==> src/rtl/uart_pkg.sv <==
// uart_pkg: shared UART constants and the feeder state encoding.
package uart_pkg;
  typedef enum logic [1:0] {
    FEED_IDLE        = 2'b00,
    FEED_START       = 2'b01,
    FEED_WAIT_ACTIVE = 2'b10,
    FEED_WAIT_DONE   = 2'b11
  } feed_state_t;
  localparam int CLKS_PER_BIT = 434;
  localparam int DEFAULT_TIMEOUT_CLKS = 8192;
endpackage

==> src/rtl/uart_sync_fifo.sv <==
// uart_sync_fifo: DEPTH x 8 synchronous FIFO with occupancy count, full and empty.
module uart_sync_fifo #(
  parameter int DEPTH = 16,
  parameter int ADDR_W = $clog2(DEPTH)
) (
  input  logic              clock,
  input  logic              reset,
  input  logic              wr_en,
  input  logic [7:0]        wr_data,
  input  logic              rd_en,
  output logic [7:0]        rd_data,
  output logic [ADDR_W:0]   count,
  output logic              full,
  output logic              empty
);
  logic [7:0] mem [DEPTH];
  logic [ADDR_W-1:0] wr_ptr, rd_ptr;
  logic wr, rd;
  assign full = count == (ADDR_W+1)'(DEPTH);
  assign empty = count == '0;
  assign wr = wr_en && !full;
  assign rd = rd_en && !empty;
  assign rd_data = mem[rd_ptr];
  always_ff @(posedge clock)
    if (wr) mem[wr_ptr] <= wr_data;
  always_ff @(posedge clock) begin
    if (reset) begin
      wr_ptr <= '0;
      rd_ptr <= '0;
      count <= '0;
    end else begin
      if (wr) wr_ptr <= wr_ptr + ADDR_W'(1);
      if (rd) rd_ptr <= rd_ptr + ADDR_W'(1);
      count <= count + (ADDR_W+1)'(wr) - (ADDR_W+1)'(rd);
    end
  end
endmodule

==> src/rtl/uart_tx_feeder.sv <==
// uart_tx_feeder: FIFO-buffered byte feeder for a UART transmit engine, one byte outstanding.
// Define UART_TX_FEEDER_TIMEOUT_EN to add the engine-handshake watchdog and tx_timeout.
module uart_tx_feeder
  import uart_pkg::*;
#(
  parameter int DEPTH = 16,
  parameter int ADDR_W = $clog2(DEPTH)
`ifdef UART_TX_FEEDER_TIMEOUT_EN
  , parameter int TIMEOUT_CLKS = DEFAULT_TIMEOUT_CLKS
`endif
) (
  input  logic            clock,
  input  logic            reset,
  input  logic            in_valid,
  input  logic [7:0]      in_byte,
  output logic            in_ready,
  output logic            tx_data_avail,
  output logic [7:0]      tx_data_byte,
  input  logic            tx_active,
  input  logic            tx_done,
  output logic [ADDR_W:0] fifo_count,
  output logic            busy
`ifdef UART_TX_FEEDER_TIMEOUT_EN
  , output logic          tx_timeout
`endif
);
  feed_state_t state, state_nx;
  logic [7:0] head;
  logic full, empty, expire;
  uart_sync_fifo #(.DEPTH(DEPTH), .ADDR_W(ADDR_W)) u_fifo (
    .clock(clock),
    .reset(reset),
    .wr_en(in_valid),
    .wr_data(in_byte),
    .rd_en(tx_data_avail),
    .rd_data(head),
    .count(fifo_count),
    .full(full),
    .empty(empty)
  );
  assign in_ready = !full;
  assign tx_data_avail = state == FEED_START;
  assign busy = state != FEED_IDLE || !empty;
`ifdef UART_TX_FEEDER_TIMEOUT_EN
  logic [15:0] wd;
`endif
  always_comb begin
    state_nx = state;
    case (state)
      FEED_IDLE:        state_nx = empty ? FEED_IDLE : FEED_START;
      FEED_START:       state_nx = FEED_WAIT_ACTIVE;
      FEED_WAIT_ACTIVE: state_nx = tx_done ? FEED_IDLE : tx_active ? FEED_WAIT_DONE : FEED_WAIT_ACTIVE;
      default:          state_nx = tx_done ? FEED_IDLE : FEED_WAIT_DONE;
    endcase
`ifdef UART_TX_FEEDER_TIMEOUT_EN
    // fires on the edge where wd reaches TIMEOUT_CLKS-1 with the engine still silent
    expire = (state inside {FEED_WAIT_ACTIVE, FEED_WAIT_DONE}) && state_nx == state && wd == 16'(TIMEOUT_CLKS - 2);
`else
    expire = 1'b0;
`endif
    if (expire) state_nx = FEED_IDLE;
  end
  always_ff @(posedge clock) begin
    if (reset) begin
      state <= FEED_IDLE;
      tx_data_byte <= '0;
    end else begin
      state <= state_nx;
      if (state == FEED_IDLE && !empty) tx_data_byte <= head;
    end
  end
`ifdef UART_TX_FEEDER_TIMEOUT_EN
  always_ff @(posedge clock) begin
    if (reset) begin
      wd <= '0;
      tx_timeout <= 1'b0;
    end else begin
      wd <= (state inside {FEED_WAIT_ACTIVE, FEED_WAIT_DONE}) ? wd + 16'd1 : '0;
      tx_timeout <= tx_timeout || expire;
    end
  end
`endif
endmodule

==> config.mk <==
export PLATFORM = sky130hd
export DESIGN_NAME = uart_tx_feeder
export DESIGN_NICKNAME = d
export VERILOG_FILES = /design/src/rtl/uart_pkg.sv /design/src/rtl/uart_sync_fifo.sv /design/src/rtl/uart_tx_feeder.sv
export SDC_FILE = /design/constraint.sdc
export NUM_CORES = 1
export LEC_CHECK = 0
export BUFFER_PORTS_ARGS = -buffer_cell sky130_fd_sc_hd__buf_2
export CAP_MARGIN = 20
export CORE_ASPECT_RATIO = 0.8
export CORE_MARGIN = 4
export CORE_UTILIZATION = 40
export DETAILED_ROUTE_END_ITERATION = 7
export SYNTH_ARGS = -nofsm -noshare
export SYNTH_HDL_FRONTEND = slang
export SYNTH_HIERARCHICAL = 1
export SYNTH_SLANG_ARGS = --single-unit
==> constraint.sdc <==
create_clock -name clock -period 3.3 [get_ports clock]
set_clock_uncertainty 0.15 [all_clocks]
set_input_delay 0.33 -clock clock [delete_from_list [all_inputs] [get_ports clock]]
set_output_delay 0.33 -clock clock [all_outputs]
set_load 0.05 [all_outputs]
# After elaboration in Yosys (flattened, before gate mapping)
# Memory sizes are Yosys's and may differ from the RTL's. A register that Yosys moved wholly into a read port is not among the register bits.
# Index checks and enable logic that the tools add are counted.
# totals
reg_bits,15
mem_count,1
wordCells,28
mem_bits_rw,128
# classes
add_sub_neg,4
n_eq_ne,3
n_reduce_logical,9
mux,7
# mem_list
memory,words,width,read_ports,rd_ports_with_merged_regs,write_ports,line_no,source
u_fifo.mem,16,8,1,1,1,uart_sync_fifo.sv:16,logic [7:0] mem [DEPTH];
# op_table
cell,n
4-bit by 1-bit adder with 4-bit output (second input constant),2
2-bit case mux with 3 select lines,1
5-bit by 1-bit adder with 5-bit output,1
5-bit == test (second input constant),1
5-bit logical NOT,1
5-bit by 1-bit subtractor with 5-bit output,1
1-bit two-way mux,4
2-bit two-way mux,2
1-bit logical AND,3
2-bit by 1-bit == test with 1-bit output (second input constant),1
2-bit == test (second input constant),1
1-bit logical NOT,2
2-bit logical NOT,1
2-bit nonzero test,1
1-bit logical OR,1

# Longest topological paths before layout
# depth
word_depth,5
mapped_depth,13

# Hierarchy
# Netlist, hierarchy kept.
# modules_own_cells
mod,instances,cells_per_inst,area_per_inst_um2,seq_area_each_um2
uart_sync_fifo,1,306,5799.3,4184.0
uart_tx_feeder,1,46,372.9,200.2

# Worst setup path after synthesis
# OpenSTA, ideal clock, no wires.
# synth_timing
kind,flip-flop to flip-flop
from,reg u_fifo.count[3]
to,reg u_fifo.count[4]
path_stages_with_launch,14
t_required_ns,3.080
arrival_ns,2.981
slack_ns,0.100
period_less_slack_ns,3.200
setup_ns,0.070
path_cell_list,dfxtp_1 -> inv_1 -> ha_1 -> or4b_1 -> nand2_1 -> inv_1 -> ha_1 -> inv_1 -> ha_1 -> fa_1 -> a21oi_1 -> nor2_1 -> or3_1 -> a21oi_1
# synth_between
elab_chain_len,5
# synth_lines
element,line_no,source
from (decl),uart_sync_fifo.sv:12,"output logic [ADDR_W:0] count,"
from (signal assigned),uart_sync_fifo.sv:34,count <= count + (ADDR_W+1)'(wr) - (ADDR_W+1)'(rd);
5-bit == test,uart_sync_fifo.sv:19,assign full = count == (ADDR_W+1)'(DEPTH);
1-bit logical NOT,uart_sync_fifo.sv:21,assign wr = wr_en && !full;
1-bit logical AND,uart_sync_fifo.sv:21,
5-bit by 1-bit adder with 5-bit output,uart_sync_fifo.sv:34,
5-bit by 1-bit subtractor with 5-bit output (*),uart_sync_fifo.sv:34,
# Mark *: on every way between the ends. The rest lies on a longest branch, timed or not.
# A chain may end at the register's enable or synchronous reset.

# Worst setup path after layout
# layout_timing
from,reg u_fifo.count[2]
to,reg u_fifo.count[4]
# The elaborated chain is that of the path after synthesis.

==> reports/qor.yml <==
sta:
  slew_viol_final: 0
  tightest_slew_ps: 712
  tns_ps: 0
  report.final.hold_viol_count: 0
  rsz0062_at_grt: "false"
  fin_crit_sh: 0.933
  period_needed_ps: 3080
  relSlewSlack: 0.525
  max_freq_mhz: 325
  hold_ws_ps: 93.5
  finalSetupViolCount: 0
yosys:
  synth-seq-cells: 155
  synth_top_area_frac: 0.623
  yosys_warnings: 6
  syn-instance-count: 352
  yosysTopAreaCell: "edfxtp_1"
  synth.distinct_cells: 35
  syn_area_sq_mm: 0.00617
  ys_seq_area_frac: 0.710
  syn_nets: 377
  avgSynthCellArea_sq_um: 17.5
  ys_top_cells_by_area: "edfxtp_1, dfxtp_1, mux4_2"
min_path:
  hold_class: "in2reg"
place:
  dpl-instance-area_sq_mm: 0.00657
  dpl.cell_count: 587
  globalplace.congestion: 0.752
  portBuffers: 28
  dpl.hpwl_um: 7730
cells_and_area:
  fin_util: 0.477
  final-seq-area_sq_mm: 0.00439
  final_common_cell: "edfxtp_1"
  syn2layout_area_growth_pct: 16.3
  layout.cells.non_filler: 619
  drive_gt1_frac: 0.225
  fillers: 1293
  antenna_cells: 0
  final_cell_mix: "edfxtp_1, nand2_1, buf_2, dfxtp_1, mux4_2"
  multi_input_area_sq_mm: 0.00164
  final_nets: 421
  final_cell_area_sq_mm: 0.00718
die:
  dieArea_sq_mm: 0.0175
  core.rowCount: 40
  die_x_um: 147
  start_util: 0.410
  ioPinCount: 29
  core-area_sq_mm: 0.0151
  dieHeight_um: 119
global_route:
  grt-ovfl-total: 0
  grt_max_degree: 33
  grt_pass1_vias: 3200
  antenna_found_initial: 0
  grt_usage: 0.144
  grt_pass1_wl_um: 18700
drt:
  drc: 0
  drt_iter0_markers: 243
  vias: 3148
  vias_per_cell: 5.09
  detail_route.wl_per_cell_um: 19.1
  wl_um: 11800
  final_antenna_net_count: 0
  drtPass1Iterations: 4
clock_tree:
  cts_resized: 0
  path_clk_slew_ps: 60
  root_buffer: "clkbuf_16"
  postCtsHoldBufs: 0
  cts_setup_buffers: 0
  clk_latency_ps: 410
  cts_max_path_buffers: 2
  cts_sinks: 155
  cts_max_level: 4
  numCtsBuffers: 17
  cts_tree: "yes"
outcome:
  status: "completed"
pwr:
  ir_drop_mv: 0.711
  pwr_density_cell_mw_per_mm2: 820
  p_leak_nw: 2.46
worst_setup_path:
  crit_arrival_ps: 3270
  worstSetupPathType: "reg2reg"
  path_max_fanout: 5
  crit_path_end_kind: "flop"
  required_ps: 3490
  start_kind: "flop"
flow_run:
  drv_cap: 0
[critical path: stages (launching register included)]
cell and delay [ps]:
dfxtp_1 320, inv_1 70, ha_1 180, or4b_4 510
nand2_2 120, inv_1 50, ha_1 260, inv_1 40
ha_1 200, fa_1 410, a21oi_1 160, nor2_1 60
or3_1 340, a21oi_1 140
[metal layers]
| metal | part of all wire | GRT usage |
|---|---|---|
| met1 | 0.47 | 0.208 |
| met2 | 0.46 | 0.213 |
| met3 | 0.058 | 0.0380 |
| met4 | 0.010 | 0.0458 |
| met5 | 0 | 0 |
[flip-flops by register name, indices dropped and copies added (netlist names), named ones only]
register	count
u_fifo/wr_ptr	4
u_fifo/mem	128
tx_data_byte	8
u_fifo/count	5
state	2
u_fifo/rd_ptr	4
[through the flow]
stage,total power [mW],setup slack [ps]
finish,5.89,221
global route,6.19,23.2
CTS,5.93,105
detailed placement,3.95,119
global placement,3.92,220
floorplan,3.59,99.8
[synthesized netlist by cell type]
library cell     instances
nand4bb_1                1
or4b_1                   1
mux4_2                  18
clkbuf_1                 4
and2_1                   9
dfxtp_1                 27
o21ba_2                  1
nor3b_1                  2
edfxtp_1               128
xor2_1                   5
nor2b_1                  5
ha_1                    11
nand4_1                  2
buf_2                    3
a21oi_1                 13
buf_4                    1
nor4_1                   4
and3_1                   1
clkdlybuf4s25_2          3
buf_6                    3
or3_1                    2
and2b_1                  1
xnor2_1                  4
a21o_1                   1
o21ai_0                  2
nand3_1                  5
nand2_1                 29
fa_1                     1
inv_1                   15
buf_1                    1
nor2_1                  17
mux4_1                  14
a21oi_2                  1
nor3_2                   1
a22oi_1                 16
[where the power goes]
part	leakage (nW)	switching, mW	total [mW]	internal, mW
sequential	1.38	0.147	2.42	2.27
clock	0.278	0.722	1.97	1.25
combinational	0.800	0.913	1.50	0.583
[worst paths after layout]
check                                      from                to  slack (ps)  cells past startpoint
worst max-delay path            u_fifo/count[2]   u_fifo/count[4]         220                     13
worst min-delay path                   in_valid  u_fifo/wr_ptr[1]          90                      3
worst max register to register  u_fifo/count[2]   u_fifo/count[4]         220                     13
worst min register to register  tx_data_byte[4]   tx_data_byte[4]         310                      2
[logic make-up after synthesis]
kind of cell | Yosys count | share of synthesized area
xor+xnor | 9 | 0.0128
flops | 155 | 0.710
compound gates | 34 | 0.0359
buf+inv | 30 | 0.0261
fa+ha+maj | 12 | 0.0255
mux | 32 | 0.125
simple gates | 80 | 0.0641
[area by class of cell]
| class | instances | area share |
|---|---|---|
| clock inverter | 14 | 0.0247 |
| tap | 210 | 0.0366 |
| timing repair buffer | 40 | 0.0321 |
| clock buffer | 18 | 0.0598 |
| sequential | 155 | 0.611 |
| multi-input combinational | 167 | 0.228 |
| inverter | 15 | 0.00784 |
Note: power is estimated with default switching activity, not from simulation.
